### src/rtl/secret_number_gen.sv
// Secret number generator: samples a free-running LFSR on a start request, rejects
// out-of-range candidates with bounded retries and a fallback, and holds the result.
module secret_number_gen #(
  parameter int unsigned       WIDTH     = 7,
  parameter int unsigned       MIN_VALUE = 1,
  parameter int unsigned       MAX_VALUE = 99,
  parameter logic [WIDTH-1:0]  SEED      = 7'h5A,
  parameter int unsigned       MAX_TRIES = 16,
  parameter int unsigned       FALLBACK  = 50
) (
  input  logic             clk,
  input  logic             reset,
  input  logic             start_random_gen,
  input  logic             game_over,
  output logic [WIDTH-1:0] actual_number,
  output logic             number_valid,
  output logic             gen_busy
);

  localparam int unsigned TRIES_W = $clog2(MAX_TRIES + 1);

  typedef enum logic [1:0] {
    IDLE   = 2'd0,
    SAMPLE = 2'd1,
    HOLD   = 2'd2
  } state_e;

  state_e               state_q, state_d;
  logic [WIDTH-1:0]     lfsr_q, lfsr_d;
  logic [WIDTH-1:0]     number_q, number_d;
  logic                 valid_q, valid_d;
  logic                 busy_q, busy_d;
  logic [TRIES_W-1:0]   tries_q, tries_d;
  logic                 start_q, go_q;

  logic start_rise_c, go_rise_c, in_range_c, last_try_c;

  assign start_rise_c = start_random_gen & ~start_q;
  assign go_rise_c    = game_over & ~go_q;
  assign in_range_c   = (lfsr_q >= WIDTH'(MIN_VALUE)) && (lfsr_q <= WIDTH'(MAX_VALUE));
  assign last_try_c   = (tries_q == TRIES_W'(MAX_TRIES - 1));

  // x^7+x^6+1, maximal length, never reaches zero from a nonzero seed
  assign lfsr_d = {lfsr_q[WIDTH-2:0], lfsr_q[WIDTH-1] ^ lfsr_q[WIDTH-2]};

  always_ff @(posedge clk or negedge reset) begin
    if (!reset) begin
      state_q  <= IDLE;
      lfsr_q   <= SEED;
      number_q <= '0;
      valid_q  <= 1'b0;
      busy_q   <= 1'b0;
      tries_q  <= '0;
      start_q  <= 1'b0;
      go_q     <= 1'b0;
    end else begin
      state_q  <= state_d;
      lfsr_q   <= lfsr_d;
      number_q <= number_d;
      valid_q  <= valid_d;
      busy_q   <= busy_d;
      tries_q  <= tries_d;
      start_q  <= start_random_gen;
      go_q     <= game_over;
    end
  end

  always_comb begin
    state_d = state_q;
    case (state_q)
      IDLE:    if (start_rise_c) state_d = SAMPLE;
      SAMPLE:  if (in_range_c || last_try_c) state_d = HOLD;
      HOLD: begin
        if (start_rise_c)   state_d = SAMPLE;
        else if (go_rise_c) state_d = IDLE;
      end
      default: state_d = IDLE;
    endcase
  end

  // Registered outputs and retry counter; restart in HOLD outranks game_over
  always_comb begin
    number_d = number_q;
    valid_d  = valid_q;
    busy_d   = busy_q;
    tries_d  = tries_q;
    case (state_q)
      IDLE: begin
        if (start_rise_c) begin
          busy_d  = 1'b1;
          tries_d = '0;
        end
      end
      SAMPLE: begin
        if (in_range_c) begin
          number_d = lfsr_q;
          valid_d  = 1'b1;
          busy_d   = 1'b0;
        end else if (last_try_c) begin
          number_d = WIDTH'(FALLBACK);
          valid_d  = 1'b1;
          busy_d   = 1'b0;
        end else begin
          tries_d = tries_q + TRIES_W'(1);
        end
      end
      HOLD: begin
        if (start_rise_c) begin
          valid_d = 1'b0;
          busy_d  = 1'b1;
          tries_d = '0;
        end else if (go_rise_c) begin
          valid_d = 1'b0;
        end
      end
      default: begin
        valid_d = 1'b0;
        busy_d  = 1'b0;
      end
    endcase
  end

  assign actual_number = number_q;
  assign number_valid  = valid_q;
  assign gen_busy      = busy_q;

endmodule

### config.mk
export PLATFORM = sky130hd
export DESIGN_NAME = secret_number_gen
export DESIGN_NICKNAME = d
export VERILOG_FILES = /design/src/rtl/secret_number_gen.sv
export SDC_FILE = /design/constraint.sdc
export NUM_CORES = 1
export LEC_CHECK = 0
export CAP_MARGIN = 20
export CELL_PAD_IN_SITES_DETAIL_PLACEMENT = 1
export CELL_PAD_IN_SITES_GLOBAL_PLACEMENT = 1
export CORE_MARGIN = 2
export CORE_UTILIZATION = 46
export CTS_CLUSTER_SIZE = 25
export DETAILED_ROUTE_END_ITERATION = 10
export HOLD_SLACK_MARGIN = 0.02
export PLACE_DENSITY = 0.92
export SLEW_MARGIN = 20
export SYNTH_ARGS = -nofsm -noshare
export SYNTH_HDL_FRONTEND = slang
export SYNTH_SLANG_ARGS = --single-unit
### constraint.sdc
create_clock -name clk -period 6.2 [get_ports clk]
set_input_delay 0.62 -clock clk [delete_from_list [all_inputs] [get_ports clk]]
set_output_delay 0.62 -clock clk [all_outputs]
set_load 0.1 [all_outputs]
; ---- Word level (Yosys, flattened, before mapping)
; Cells that the tools add are included.
[word_totals]
wordCells = 58
ramBits = 0
reg_bits = 25
inputBits = 4
latch_bits = 0
romBits = 0
memories = 0
[classes]
addsub = 1
n_mux = 20
magnitude_cmp = 2
reduce_logical = 11
multipliers = 0
shift = 0
bitwise_logic = 6
n_eq_ne = 10
n_div = 0
[ops]
columns = operator, count
row1 = $mux W5, 3
row2 = $mux W7, 2
row3 = $pmux W5 S2, 1
row4 = $mux W2, 4
row5 = $ne A2 B2 Y1 const B, 4
row6 = $ge A7 B1 Y1 const B, 1
row7 = $le A7 B7 Y1 const B, 1
row8 = $mux W1, 7
row9 = $ne A3 B3 Y1 const B, 2
row10 = $pmux W2 S3, 1
row11 = $reduce_and A3 Y1, 2
row12 = $add A5 B1 Y5 const B, 1
row13 = $eq A5 B4 Y1 const B, 1
row14 = $reduce_and A2 Y1, 2
row15 = $reduce_and A4 Y1, 1
row16 = $reduce_bool A2 Y1, 2
row17 = $not A1 Y1, 3
row18 = $pmux W1 S3, 1
row19 = $and A1 B1 Y1, 2
row20 = $eq A2 B1 Y1 const B, 1
row21 = $eq A2 B2 Y1 const B, 1
row22 = $logic_not A2 Y1, 1
row23 = $ne A2 B1 Y1 const B, 1
row24 = $pmux W1 S2, 1
row25 = other kinds (4), 4

; ---- Longest topological paths before layout
[logic_depth]
word_depth = 5
depth_mapped = 8
ltp_nobuf = 7

; ---- Worst setup path after synthesis
; OpenSTA, ideal clock, no wires.
[synth_path]
kind = flip-flop to flip-flop
startpoint = reg lfsr_q[6]
endpoint = reg tries_q[3]
stages_incl_launch_ff = 8
setup_time_ns = 0.126
slack_ns = 4.111
synth_period_minus_slack_ns = 2.089
n_path_buf = 0
arrival_time_ns = 1.963
cell_sequence = dfstp_2 -> inv_1 -> ha_1 -> nor2b_4 -> or3_4 -> a211oi_4 -> nor3_1 -> a311o_1
[synth_via]
elab_chain_len = 4
word_cells_on_any_way = 5
classes_between = order compare (2) / eq/ne (1) / reduce/logical (2)
[synth_rtl]
columns = item, line
row1 = from (decl), 29  ; logic [WIDTH-1:0] lfsr_q, lfsr_d;
row2 = from (signal assigned), 58  ; lfsr_q <= lfsr_d;
row3 = $ge A7 B1 Y1 / $le A7 B7 Y1 (equally long branches), 40  ; assign in_range_c = (lfsr_q >= WIDTH'(MIN_VALUE)) && (lfsr_q <= WIDTH'(MAX_VALUE));
row4 = $logic_and A1 B1 Y1 *, 40
row5 = $ne A2 B2 Y1 (no line) *, n/a
row6 = $reduce_and A4 Y1 (no line) *, n/a
row7 = to (signal assigned), 62  ; tries_q <= tries_d;
row8 = to (decl), 33  ; logic [TRIES_W-1:0] tries_q, tries_d;
; Every way passes the cells marked *; elsewhere a longest branch is shown, timed or not.
; A chain may end at the register's enable or synchronous reset.

; ---- Worst setup path after layout
[layout_path]
startpoint = reg number_q[0] (netlist: actual_number[0])
endpoint = out actual_number[0]
[layout_rtl]
columns = item, line
row1 = from (decl), 30  ; logic [WIDTH-1:0] number_q, number_d;
row2 = from (signal assigned), 59  ; number_q <= number_d;
row3 = to (decl), 15  ; output logic [WIDTH-1:0] actual_number,
; No word-level cell between the ends.

==> key figures <==
Power and ir drop
  • Switching Share: 0.439
  • Clock share of power: 0.146
  • Flop pwr share: 0.436
  • Combinational power share: 0.418
  • Total power: 0.000508 W
  • Net Sw Power: 0.000223 W
  • Internal: 0.000285 W
  • Power per Cell Area: between 400 and 500 nW/um^2
  • VDD IR max: 0.274 mV
  • LEAKAGE: ~0.58 nW

Route
  • Routed vias: 735
  • Initial DRC Count: 15
  • Routed Wire Length: ~2200 um
  • DR DRC count: 0
  • Initial DRT Pass Iterations: 4
  • Via density: between 5 and 6
  • Routed Antenna Nets: 0
  • Per-cell routed wire length: 16.5 um

Synth
  • Post-Synthesis Cells: a little under 90
  • Synth area leader: dfrtp_1
  • Main flop type after synthesis: dfrtp_1
  • #FFs+latches synth: 25
  • EDFF count, synth: 0
  • Synth warnings: 0
  • Synth Area per Inst: approximately 12 sq um
  • Synth cell types: 32
  • Synth top area cells: dfrtp_1 (49%), dfstp_2 (9.7%), ha_1 (5.8%)
  • Post-synthesis cell area: 1080 sq um
  • Seq/Total Area, Yosys: 0.583
  • Syn nets: just under 100
  • Post-synth ARST share: 1.00
  • Top cell type's share of synthesized area: 0.486

Worst setup path
  • Top delay family on crit path: buffers and inverters
  • Slowest-stage cell, CP: clkdlybuf4s50_1
  • Crit-path cells: clkdlybuf4s50_1
  • Critical Path Sink Type: output pin
  • CP required: 5.58 ns
  • Critical path fanouts, max: 2
  • Critical path arrival: 1.87 ns
  • Startpoint Class: flop
  • CP Class: reg -> out
  • Slowest stage delay, CP: between 1 and 1.5 ns
  • Buf/Inv on CP: 1

Die
  • Die Ht: 52.5 um
  • Die ar.: between 2000 and 3000 sq um
  • Core footprint: approximately 2200 sq um
  • Top-Level Pins: 13
  • Row cnt: 17
  • Initial core utilization: 0.489
  • Horiz. Die Dim: between 50 and 60 um

Global route
  • Largest net degree at the start of global routing: 26
  • Gr ovfl total: 0
  • Antenna violations before repair: 0
  • Number of global-route vias before repair: 777
  • GRT Total Usage: 0.185
  • Global-route wire length before repair: 3620 um

Placement
  • HPWL Detailed: 1630 um
  • Placed inst area: around 1200 sq um
  • I/O Buffers: 12
  • GPL Wtd Cong: ~0.75
  • Setup WS pre-CTS: 3.89 ns

Cells and area
  • Commonest non-fill, non-tap cell in the layout: dfrtp_1
  • Most frequent cells in the layout: dfrtp_1 (21), clkdlybuf4s50_1 (11), inv_1 (9)
  • Multi-input combinational cell area: 409 sq um
  • Fin nets: 113
  • Fraction of layout cells with a size suffix above 1: 0.136
  • Synthesis-to-finish area growth: 16.0%
  • Antenna cells: 0
  • Final instance area: 1250 sq um
  • Reg area: 631 sq um
  • Fillers: 248

STA
  • RSZ-0062 raised after global routing: false
  • Fin worst setup slack: 3.71 ns
  • Hold_ws: roughly 0.27 ns
  • Fin crit period: ~2.5 ns
  • Worst-Margin Slew: 0.974 ns
  • Final setup violation count: 0
  • Hold Fails Final Rpt: 0
  • Fmax: about 400 MHz
  • Clock Skew: between 0.002 and 0.0025 ns
  • Slew Limit Fails: 0
  • Period utilization: 0.402
  • Final setup TNS: 0 ns
  • Max_slew headroom: 0.348

CTS
  • Worst-Skew Late Latency: 0.31 ns
  • Setup bufs post-CTS: 0
  • Total CTS buffers: 3
  • H-tree levels: 1
  • TritonCTS Sinks: 25
  • Cts repair resizes: 0
  • Root buffer cell: clkbuf_4
  • CTS tree: done
  • Maximum root-to-sink buffer count: 2
  • Cts hold-fix bufs: 0
  • Reg clk slew, reported paths: ~0.14 ns

Min path
  • Hold/Removal Path Class: in -> async

Run
  • Max_cap viols: 0

Status
  • Status: complete, no violations
-- cell type report --
class                   instances  area share
inverters                       9      0.0269
multi-input cells              53       0.326
well taps                      28      0.0279
clock buffers                   3      0.0180
flip-flops and latches         25       0.503
clock inverters                 1     0.00599
repair buffers                 12      0.0918
-- stage by stage --
step           cells   util
2_1_floorplan     88      -
5_1_grt          131  0.567
3_5_place_dp     127  0.555
4_1_cts          131  0.569
3_3_place_gp     127  0.555
6_report         131  0.567
-- registers in the layout, summed over array words and instances (netlist names) --
name / flops
state_q: 2
number_valid: 1
lfsr_q: 7
tries_q: 5
go_q: 1
actual_number: 7
gen_busy: 1
start_q: 1
-- synth_stat cells, drive strengths merged, types with 2 or more instances --
master   instances
nand2b           3
dfstp            4
mux2i            3
nor2b            4
and3             2
nand2            6
o21ai            4
nor3             4
dfrtp           21
or4b             2
a2bb2oi          2
nand3            2
inv              9
a22o             4
ha               5
-- power groups by stage --
stage	logic, W	clock network (W)	registers [W]
floorplan	0.0000776	0	0.000307
global placement	0.000204	0	0.000221
finish	0.000212	0.0000744	0.000222
CTS	0.000216	0.0000770	0.000222
detailed placement	0.000215	0	0.000225
global route	0.000227	0.0000837	0.000227
-- per-layer routing --
metal	vias to the layer above	GRT usage	wire, um	part of all wire
li1	340	-	-	-
met1	380	0.233	1010	0.47
met2	13	0.321	1060	0.49
met3	2	0.0429	69	0.032
met4	0	0.0385	13	0.0060
met5	-	0	0	0
-- path summary, 6_finish.rpt --
kind,from,endpoint,slack (ns),cells after the start
max in group asynchronous,reset,lfsr_q[1],5.56,1
worst max register to register,lfsr_q[6],tries_q[1],3.84,7
worst min register to register,lfsr_q[3],lfsr_q[4],0.39,0
worst min-delay path,reset,start_q,0.27,1
min in group clk,lfsr_q[3],lfsr_q[4],0.39,0
worst max-delay path,actual_number[0],actual_number[0],3.71,1
-- cells by family (layout without fill, tap and decap cells) --
family,Yosys count,count (layout),synth area share
mux,3,3,0.0278
fa+ha+maj,5,5,0.0579
simple gates,27,27,0.152
flops,25,25,0.583
compound gates,18,18,0.141
buf+inv,10,25,0.0382
Power figures use the tool's default switching activity.
